**config.mk**
```make
export PLATFORM = sky130hd
export DESIGN_NAME = multdiv_sequencer
export DESIGN_NICKNAME = d
export VERILOG_FILES = /design/src/rtl/multdiv_sequencer.sv
export SDC_FILE = /design/constraint.sdc
export NUM_CORES = 1
export LEC_CHECK = 0
export CAP_MARGIN = 20
export CELL_PAD_IN_SITES_DETAIL_PLACEMENT = 1
export CELL_PAD_IN_SITES_GLOBAL_PLACEMENT = 1
export CORE_UTILIZATION = 34
export CTS_BUF_LIST = sky130_fd_sc_hd__clkbuf_8 sky130_fd_sc_hd__clkbuf_16
export DETAILED_ROUTE_END_ITERATION = 12
export PLACE_DENSITY = 0.88
export SYNTH_ARGS = -nofsm -noshare
export SYNTH_HDL_FRONTEND = slang
export SYNTH_SLANG_ARGS = --single-unit
export TNS_END_PERCENT = 10
```
**constraint.sdc**
```tcl
create_clock -name clock -period 5.15 [get_ports clock]
set_clock_uncertainty 0.1 [all_clocks]
set_input_delay 1.03 -clock clock [delete_from_list [all_inputs] [get_ports clock]]
set_output_delay 1.03 -clock clock [all_outputs]
set_load 0.05 [all_outputs]
```
**src/rtl/multdiv_sequencer.sv**
```systemverilog
// Sequences one multiply/divide through an external multdiv unit: latches the
// request, pulses the start strobe, waits for done or timeout, then holds the writeback.
module multdiv_sequencer #(
  parameter int unsigned TIMEOUT = 40
) (
  input  logic        clock,
  input  logic        reset_n,
  input  logic        issue_valid,
  input  logic        issue_is_div,
  input  logic [31:0] issue_opA,
  input  logic [31:0] issue_opB,
  input  logic [4:0]  issue_rd,
  output logic        stall,
  output logic        ctrl_MULT,
  output logic        ctrl_DIV,
  output logic [31:0] md_opA,
  output logic [31:0] md_opB,
  input  logic [31:0] md_result,
  input  logic        md_exception,
  input  logic        md_resultRDY,
  output logic        wb_valid,
  output logic [4:0]  wb_rd,
  output logic [31:0] wb_data,
  output logic        wb_exception,
  input  logic        wb_ready
);

  typedef enum logic [1:0] {
    IDLE  = 2'd0,
    START = 2'd1,
    RUN   = 2'd2,
    DONE  = 2'd3
  } state_t;

  localparam logic [5:0] TIMEOUT_CNT = 6'(TIMEOUT);

  state_t      state, state_next;
  logic [5:0]  cycle_cnt;
  logic        is_div;
  logic [31:0] op_a, op_b;
  logic [4:0]  rd;
  logic        done_seen, timed_out;

  // A done flag on the first RUN cycle may be left over from a previous op.
  assign done_seen = (cycle_cnt != '0) && md_resultRDY;
  assign timed_out = (cycle_cnt == TIMEOUT_CNT);

  always_ff @(posedge clock or negedge reset_n) begin
    if (!reset_n) state <= IDLE;
    else          state <= state_next;
  end

  always_comb begin
    state_next = state;
    ctrl_MULT  = 1'b0;
    ctrl_DIV   = 1'b0;
    case (state)
      IDLE:  if (issue_valid) state_next = START;
      START: begin
        ctrl_DIV   = is_div;
        ctrl_MULT  = !is_div;
        state_next = RUN;
      end
      RUN:   if (done_seen || timed_out) state_next = DONE;
      DONE:  if (wb_ready) state_next = IDLE;
      default: state_next = IDLE;
    endcase
  end

  // Gating with reset_n keeps stall low while reset is held, even if a request is present.
  assign stall    = (state != IDLE) || (issue_valid && reset_n);
  assign wb_valid = (state == DONE);
  assign wb_rd    = rd;
  assign md_opA   = op_a;
  assign md_opB   = op_b;

  always_ff @(posedge clock or negedge reset_n) begin
    if (!reset_n) begin
      cycle_cnt    <= '0;
      is_div       <= 1'b0;
      op_a         <= '0;
      op_b         <= '0;
      rd           <= '0;
      wb_data      <= '0;
      wb_exception <= 1'b0;
    end else begin
      case (state)
        IDLE: if (issue_valid) begin
          op_a   <= issue_opA;
          op_b   <= issue_opB;
          rd     <= issue_rd;
          is_div <= issue_is_div;
        end
        START: cycle_cnt <= '0;
        RUN: begin
          if (done_seen) begin
            wb_data      <= (is_div && md_exception) ? '0 : md_result;
            wb_exception <= md_exception;
          end else if (timed_out) begin
            wb_data      <= '0;
            wb_exception <= 1'b1;
          end else begin
            cycle_cnt <= cycle_cnt + 6'd1;
          end
        end
        default: ;
      endcase
    end
  end

endmodule

```
==> out/summary.txt, run 1 <==
r2r startpoint: state[0]$_DFFE_PN0P_
placer congestion estimate: 0.742
Max H-tree Level: 3
compound-cell area share of the yosys netlist: 10.2%
Die Height: 116 um
final setup fails: 0
initial antenna violation count: 0
nets: 616
Total GRT Usage: 19.3%
DR pass1 iterations: 4
clk sinks: 111
first-pass GRT wire length: 19,500 um
Mapped Cells: 287
critical path capture point type: output port
Worst Hold End: wb_rd[4]$_DFFE_PN0P_
Register-to-Register Path Depth: 5
post-synthesis area per instance: 15.4 um^2
gr ovfl total: 0
post-synthesis xor/xnor area fraction: 0%
CP max FO: 3
Vias: 3,261
CORE AREA: 12,600 um^2
root buffer cell: clkbuf_16
critical path class: input port to output port
CTS tree: built
fin crit share: 70.4%
Post-CTS Setup Bufs: 0
Post-synth EDFFs: 0
die area: 13,400 um^2
Synth Area in Adders: 1.70%
WL/cell: 18.9 um
hold path startpoint: wb_rd[4]$_DFFE_PN0P_
DP HPWL: 9530 um
Synth async-reset ratio: 100%
number of routed nets with antenna violations: 0
ANT cells: 0
Tightest Hold Check Type: flip-flop to flip-flop
post-cts sizing count: 0
Worst Hold Depth: 1
drt drc: 0
CP required: 4020 ps
RSZ-0062 raised after global routing: no
Mapped Nets: 401
Fmax: 0.276 GHz
ys flop type: dfrtp_1
Worst setup SP type: input port
Lkg Pwr: 0.00296 uW
R2R setup slack: 2650 ps
via/cell ratio: 4.80
std cell rows: 41
Slew HR: 34.1%
Mapped Area: 4420 um^2
register area share after synthesis: 62.9%
crit path DAT: 2490 ps
I/O pin count: 214
port bufs: 213
fin. max-slew vios: 0
final hold vios: 0
post-synthesis mux area share: 18.8%
setup_tns: 0 ps
max-cap violations: 0
vias in the first global route: 3,687
CTS Buffer Depth: 2
Clock transition at path regs: 70 ps
Peak supply drop: 0.329 mV
status: finished clean
Area Growth Syn to Fin: 58.0%
simple-gate portion of the synthesized area: 3.17%
number of DRC markers in iteration 0: 143
main combinational cell family by area after synthesis: multiplexers
WHS: 404 ps
worst r2r dst: md_opA[12]$_DFFE_PN0P_
layout cells sized above 1: 24.1%
hold_buf cts: 0
worst skew pair latency: 340 ps
Starting Density: 35.0%
measured slew at the worst slew-check pin: 986 ps
Power Density: 804 nW/um^2
Distinct cells, synth: 34
Synth Register Bits: 111
yosys warns: 0
Die W: 116 um
WL final: 12,800 um
Design Power: 5610 uW
CTS buffer count: 9
Tmin final: 3620 ps
largest net degree at the start of global routing: 66
[report_power, final]
part / internal (uW) / leakage [uW] / total, uW / switching [uW]
Combinational: 1260 / 0.00148 / 3350 / 2090
Clock: 374 / 0.000148 / 689 / 315
Sequential: 1310 / 0.00133 / 1560 / 255
Total: 2940 / 0.00296 / 5610 / 2660
[cell families (layout without fill, tap and decap cells)]
kind of cell | after synthesis | in the layout
DFF | 111 | 111
muxes | 74 | 74
AOI/OAI and AO/OA | 51 | 51
and+or+nand+nor | 23 | 23
buffers and inverters | 22 | 242
adders and majority gates | 6 | 6
[critical path, stage by stage]
cell	delay (ps)
clkdlybuf4s50_1	520
nand2_1	70
nand2_1	80
clkdlybuf4s50_1	800
[final cells by class]
cell class                      instances  area [um^2]
Sequential cell                       111         2780
Clock inverter                          7         63.8
Tap cell                              172          215
Fill cell                            1285         5640
Inverter                                8         30.0
Multi-Input combinational cell        154         1500
Clock buffer                            9          225
Timing Repair Buffer                  218         2170
[synthesized netlist by cell type (2+ instances only)]
master	instances	area, um^2
buf_8	3	45.0
nand2b_1	2	12.5
nand4b_1	2	17.5
inv_1	8	30.0
nand2_1	8	30.0
a22o_1	7	61.3
a22o_2	25	250
nor2b_1	2	12.5
ha_1	6	75.1
dfrtp_1	111	2780
mux2_2	71	800
o21ai_0	2	10.0
a21oi_1	5	25.0
o21a_1	2	15.0
nor2_1	4	15.0
a21o_1	2	15.0
buf_1	7	26.3
mux2i_1	3	30.0
clkbuf_8	2	27.5
[layout by cell type (no fill, tap or decap), types with 3 or more instances in the layout]
cell type        synthesis  routed
a21oi_1                  5       5
a22o_1                   7       7
a22o_2                  25      25
buf_4                    0       6
clkbuf_16                0       9
clkdlybuf4s50_1          0     212
dfrtp_1                111     111
ha_1                     6       6
inv_1                    8      10
mux2_2                  71      71
mux2i_1                  3       3
nand2_1                  8       7
nor2_1                   4       4
[registers in the layout, summed over array words and instances (netlist names)]
signal and cells:
md_opA 32, md_opB 32, wb_data 32, cycle_cnt 6
wb_rd 5, state 2, is_div 1, wb_exception 1
[metrics by stage]
stage	worst slack (ps)	instances	area [um^2]	util (%)
3_3_place_gp	1530	663	6690	53.0
5_1_grt	1470	679	6980	55.3
2_1_floorplan	2620	287	4420	-
3_5_place_dp	1530	663	6690	53.0
6_report	1530	679	6980	55.3
4_1_cts	1520	679	6980	55.3
[per-layer routing]
| layer | up-vias | global-route usage [%] | wire (um) |
|---|---|---|---|
| li1 | 1461 | - | - |
| met1 | 1633 | 20.6 | 4750 |
| met2 | 141 | 34.6 | 6710 |
| met3 | 26 | 5.75 | 1020 |
| met4 | 0 | 9.57 | 344 |
| met5 | - | 0 | 0 |
[how the worst max path moves through the flow]
stage / from / end / slack, ps / depth (start not counted)
final: issue_valid / stall / 1530 / 4
after global routing: issue_valid / stall / 1470 / 4
after CTS: issue_valid / stall / 1520 / 4
after detailed placement: issue_valid / stall / 1530 / 4
after global placement: issue_valid / stall / 1530 / 4
after floorplan: reset_n / stall / 2620 / 2
Note: power is estimated with default switching activity, not from simulation.
==> run 2, diff against run 1 <==
Settings changed: CORE_UTILIZATION 34 to 32, PLACE_DENSITY 0.88 to 0.84.
Clock period 5.15 ns to 3.6 ns, I/O delays scaled along.
==> out/summary.txt, run 2 (synthesized netlist as in run 1, its figures left out) <==
Design Area, Final: 6990 um^2 (was 6980 um^2)
Place WS: 1030 ps (was 1530 ps)
RSZ-0062 raised after global routing: no (unchanged)
Clk pwr share: 12.4% (was 12.3%)
Starting Density: 33.1% (was 35.0%)
Die Height: 119 um (was 116 um)
Setup crit end: ctrl_MULT (was stall)
DR pass1 iterations: 4 (unchanged)
ANT cells: 0 (unchanged)
CORE AREA: 13,300 um^2 (was 12,600 um^2)
Area Growth Syn to Fin: 58.2% (was 58.0%)
Worst setup SP type: flip-flop (was input port)
number of DRC markers in iteration 0: 111 (was 143)
Max H-tree Level: 3 (unchanged)
Lkg Pwr: 0.00295 uW (was 0.00296 uW)
Fmax: 0.355 GHz
WL/cell: 18.7 um (was 18.9 um)
R2R setup slack: 1500 ps (was 2650 ps)
CP required: 2780 ps (was 4020 ps)
Die W: 119 um (was 116 um)
WL final: 12,800 um (about the same)
vias in the first global route: 3,627 (was 3,687)
CTS tree: built (unchanged)
Register-to-Register Path Depth: 7 (was 5)
initial antenna violation count: 0 (unchanged)
sequential power share: 27.9% (about the same)
Peak supply drop: 0.482 mV (was 0.329 mV)
port bufs: 213 (unchanged)
combinational share of power: 59.6% (was 59.8%)
placer congestion estimate: 0.744 (was 0.742)
first-pass GRT wire length: 20,300 um (was 19,500 um)
largest net degree at the start of global routing: 69 (was 66)
switching part of the total: 47.4% (was 47.5%)
nets: 617 (was 616)
std cell rows: 42 (was 41)
Slew HR: 41.4% (was 34.1%)
DP Area: 6700 um^2 (was 6690 um^2)
setup_tns: 0 ps (unchanged)
critical path capture point type: output port (unchanged)
measured slew at the worst slew-check pin: 879 ps (was 986 ps)
number of routed nets with antenna violations: 0 (unchanged)
final hold vios: 0 (unchanged)
root buffer cell: clkbuf_16 (unchanged)
final setup fails: 0 (unchanged)
CTS buffer count: 9 (unchanged)
status: finished clean (unchanged)
hold_buf cts: 0 (unchanged)
most frequent cells in the layout: clkdlybuf4s50_1 (211), dfrtp_1 (111), mux2_2 (71) (was clkdlybuf4s50_1 (212), dfrtp_1 (111), mux2_2 (71))
Tmin final: 2820 ps
CTS Buffer Depth: 2 (unchanged)
most common cell after layout, fill and taps aside: clkdlybuf4s50_1 (unchanged)
crit path from: state[1]$_DFFE_PN0P_ (was issue_valid)
Psw: 3790 uW (was 2660 uW)
die area: 14,300 um^2 (was 13,400 um^2)
Tightest Hold Check Type: input port to asynchronous set/reset pin (was flip-flop to flip-flop)
Clock transition at path regs: 70 ps (about the same)
crit path DAT: 2000 ps (was 2490 ps)
Internal: 4210 uW (was 2940 uW)
r2r startpoint: cycle_cnt[0]$_DFFE_PN0P_ (was state[0]$_DFFE_PN0P_)
final worst setup slack: 781 ps (was 1530 ps)
clk sinks: 111 (unchanged)
I/O pin count: 214 (unchanged)
fin. max-slew vios: 0 (unchanged)
worst skew pair latency: 350 ps (was 340 ps)
Design Power: 8000 uW (was 5610 uW)
post-cts sizing count: 0 (unchanged)
max-cap violations: 0 (unchanged)
Post-CTS Setup Bufs: 0 (unchanged)
drt drc: 0 (unchanged)
Total GRT Usage: 18.8% (was 19.3%)
final core utilization: 52.3% (was 55.3%)
Vias: 3,229 (was 3,261)
worst r2r dst: wb_data[21]$_DFFE_PN0P_ (was md_opA[12]$_DFFE_PN0P_)
fin crit share: 78.3%
CP max FO: 4 (was 3)
critical path class: flip-flop to output port (was input port to output port)
gr ovfl total: 0 (unchanged)
layout cells sized above 1: 24.5% (was 24.1%)
Power Density: 1150 nW/um^2 (was 804 nW/um^2)
DP HPWL: 9470 um (was 9530 um)
via/cell ratio: 4.73 (was 4.80)
-- run 2: cell count changes in the layout (fill, tap and decap cells not counted) --
cell | previous run | this run
inv_1 | 10 | 8
clkdlybuf4s50_1 | 212 | 211
clkinvlp_4 | 1 | 2
buf_4 | 6 | 8
nand2_2 | 1 | 0
clkinv_2 | 2 | 1
nand2_4 | 1 | 2
-- run 2: worst min-delay path by stage --
| stage | endpoint | slack, ps | depth (start not counted) |
|---|---|---|---|
| final | md_opB[13]$_DFFE_PN0P_ | 380 | 2 |
| after global placement | wb_data[26]$_DFFE_PN0P_ | 390 | 1 |
| after CTS | md_opB[13]$_DFFE_PN0P_ | 390 | 2 |
| after global routing | md_opB[13]$_DFFE_PN0P_ | 420 | 2 |
| after detailed placement | wb_data[17]$_DFFE_PN0P_ | 390 | 1 |
| after floorplan | cycle_cnt[0]$_DFFE_PN0P_ | 320 | 0 |
-- run 2: layer usage --
| metal | track usage, % | share of wire, % |
|---|---|---|
| met2 | 32.6 | 51 |
| met1 | 21.4 | 39 |
| met5 | 0 | 0 |
| met4 | 9.61 | 3.1 |
| met3 | 4.60 | 6.7 |
-- run 2: final cells by class --
cell class / instances / area, um^2
Fill cell: 1355 / 6360
Sequential cell: 111 / 2780
Timing Repair Buffer: 219 / 2170
Multi-Input combinational cell: 154 / 1500
Clock buffer: 9 / 225
Tap cell: 176 / 220
Clock inverter: 5 / 58.8
Inverter: 8 / 30.0
-- run 2: power groups by stage --
stage	sequential, uW	clock (uW)	combinational, uW
global placement	2210	0	4700
finish	2240	993	4770
detailed placement	2260	0	4800
floorplan	4250	0	1120
global route	2330	1060	4970
CTS	2250	1020	4820
-- run 2: stage by stage --
| stage | std cells | hold slack [ps] |
|---|---|---|
| 3_5_place_dp | 668 | 391 |
| 4_1_cts | 682 | 389 |
| 3_3_place_gp | 668 | 387 |
| 5_1_grt | 682 | 416 |
| 2_1_floorplan | 287 | 324 |
| 6_report | 682 | 380 |
-- run 2: worst max-delay path: stages, from the launching register on --
cell and delay (ps):
dfrtp_1 410, inv_1 90, ha_1 200, nor2b_1 140, clkdlybuf4s50_1 810
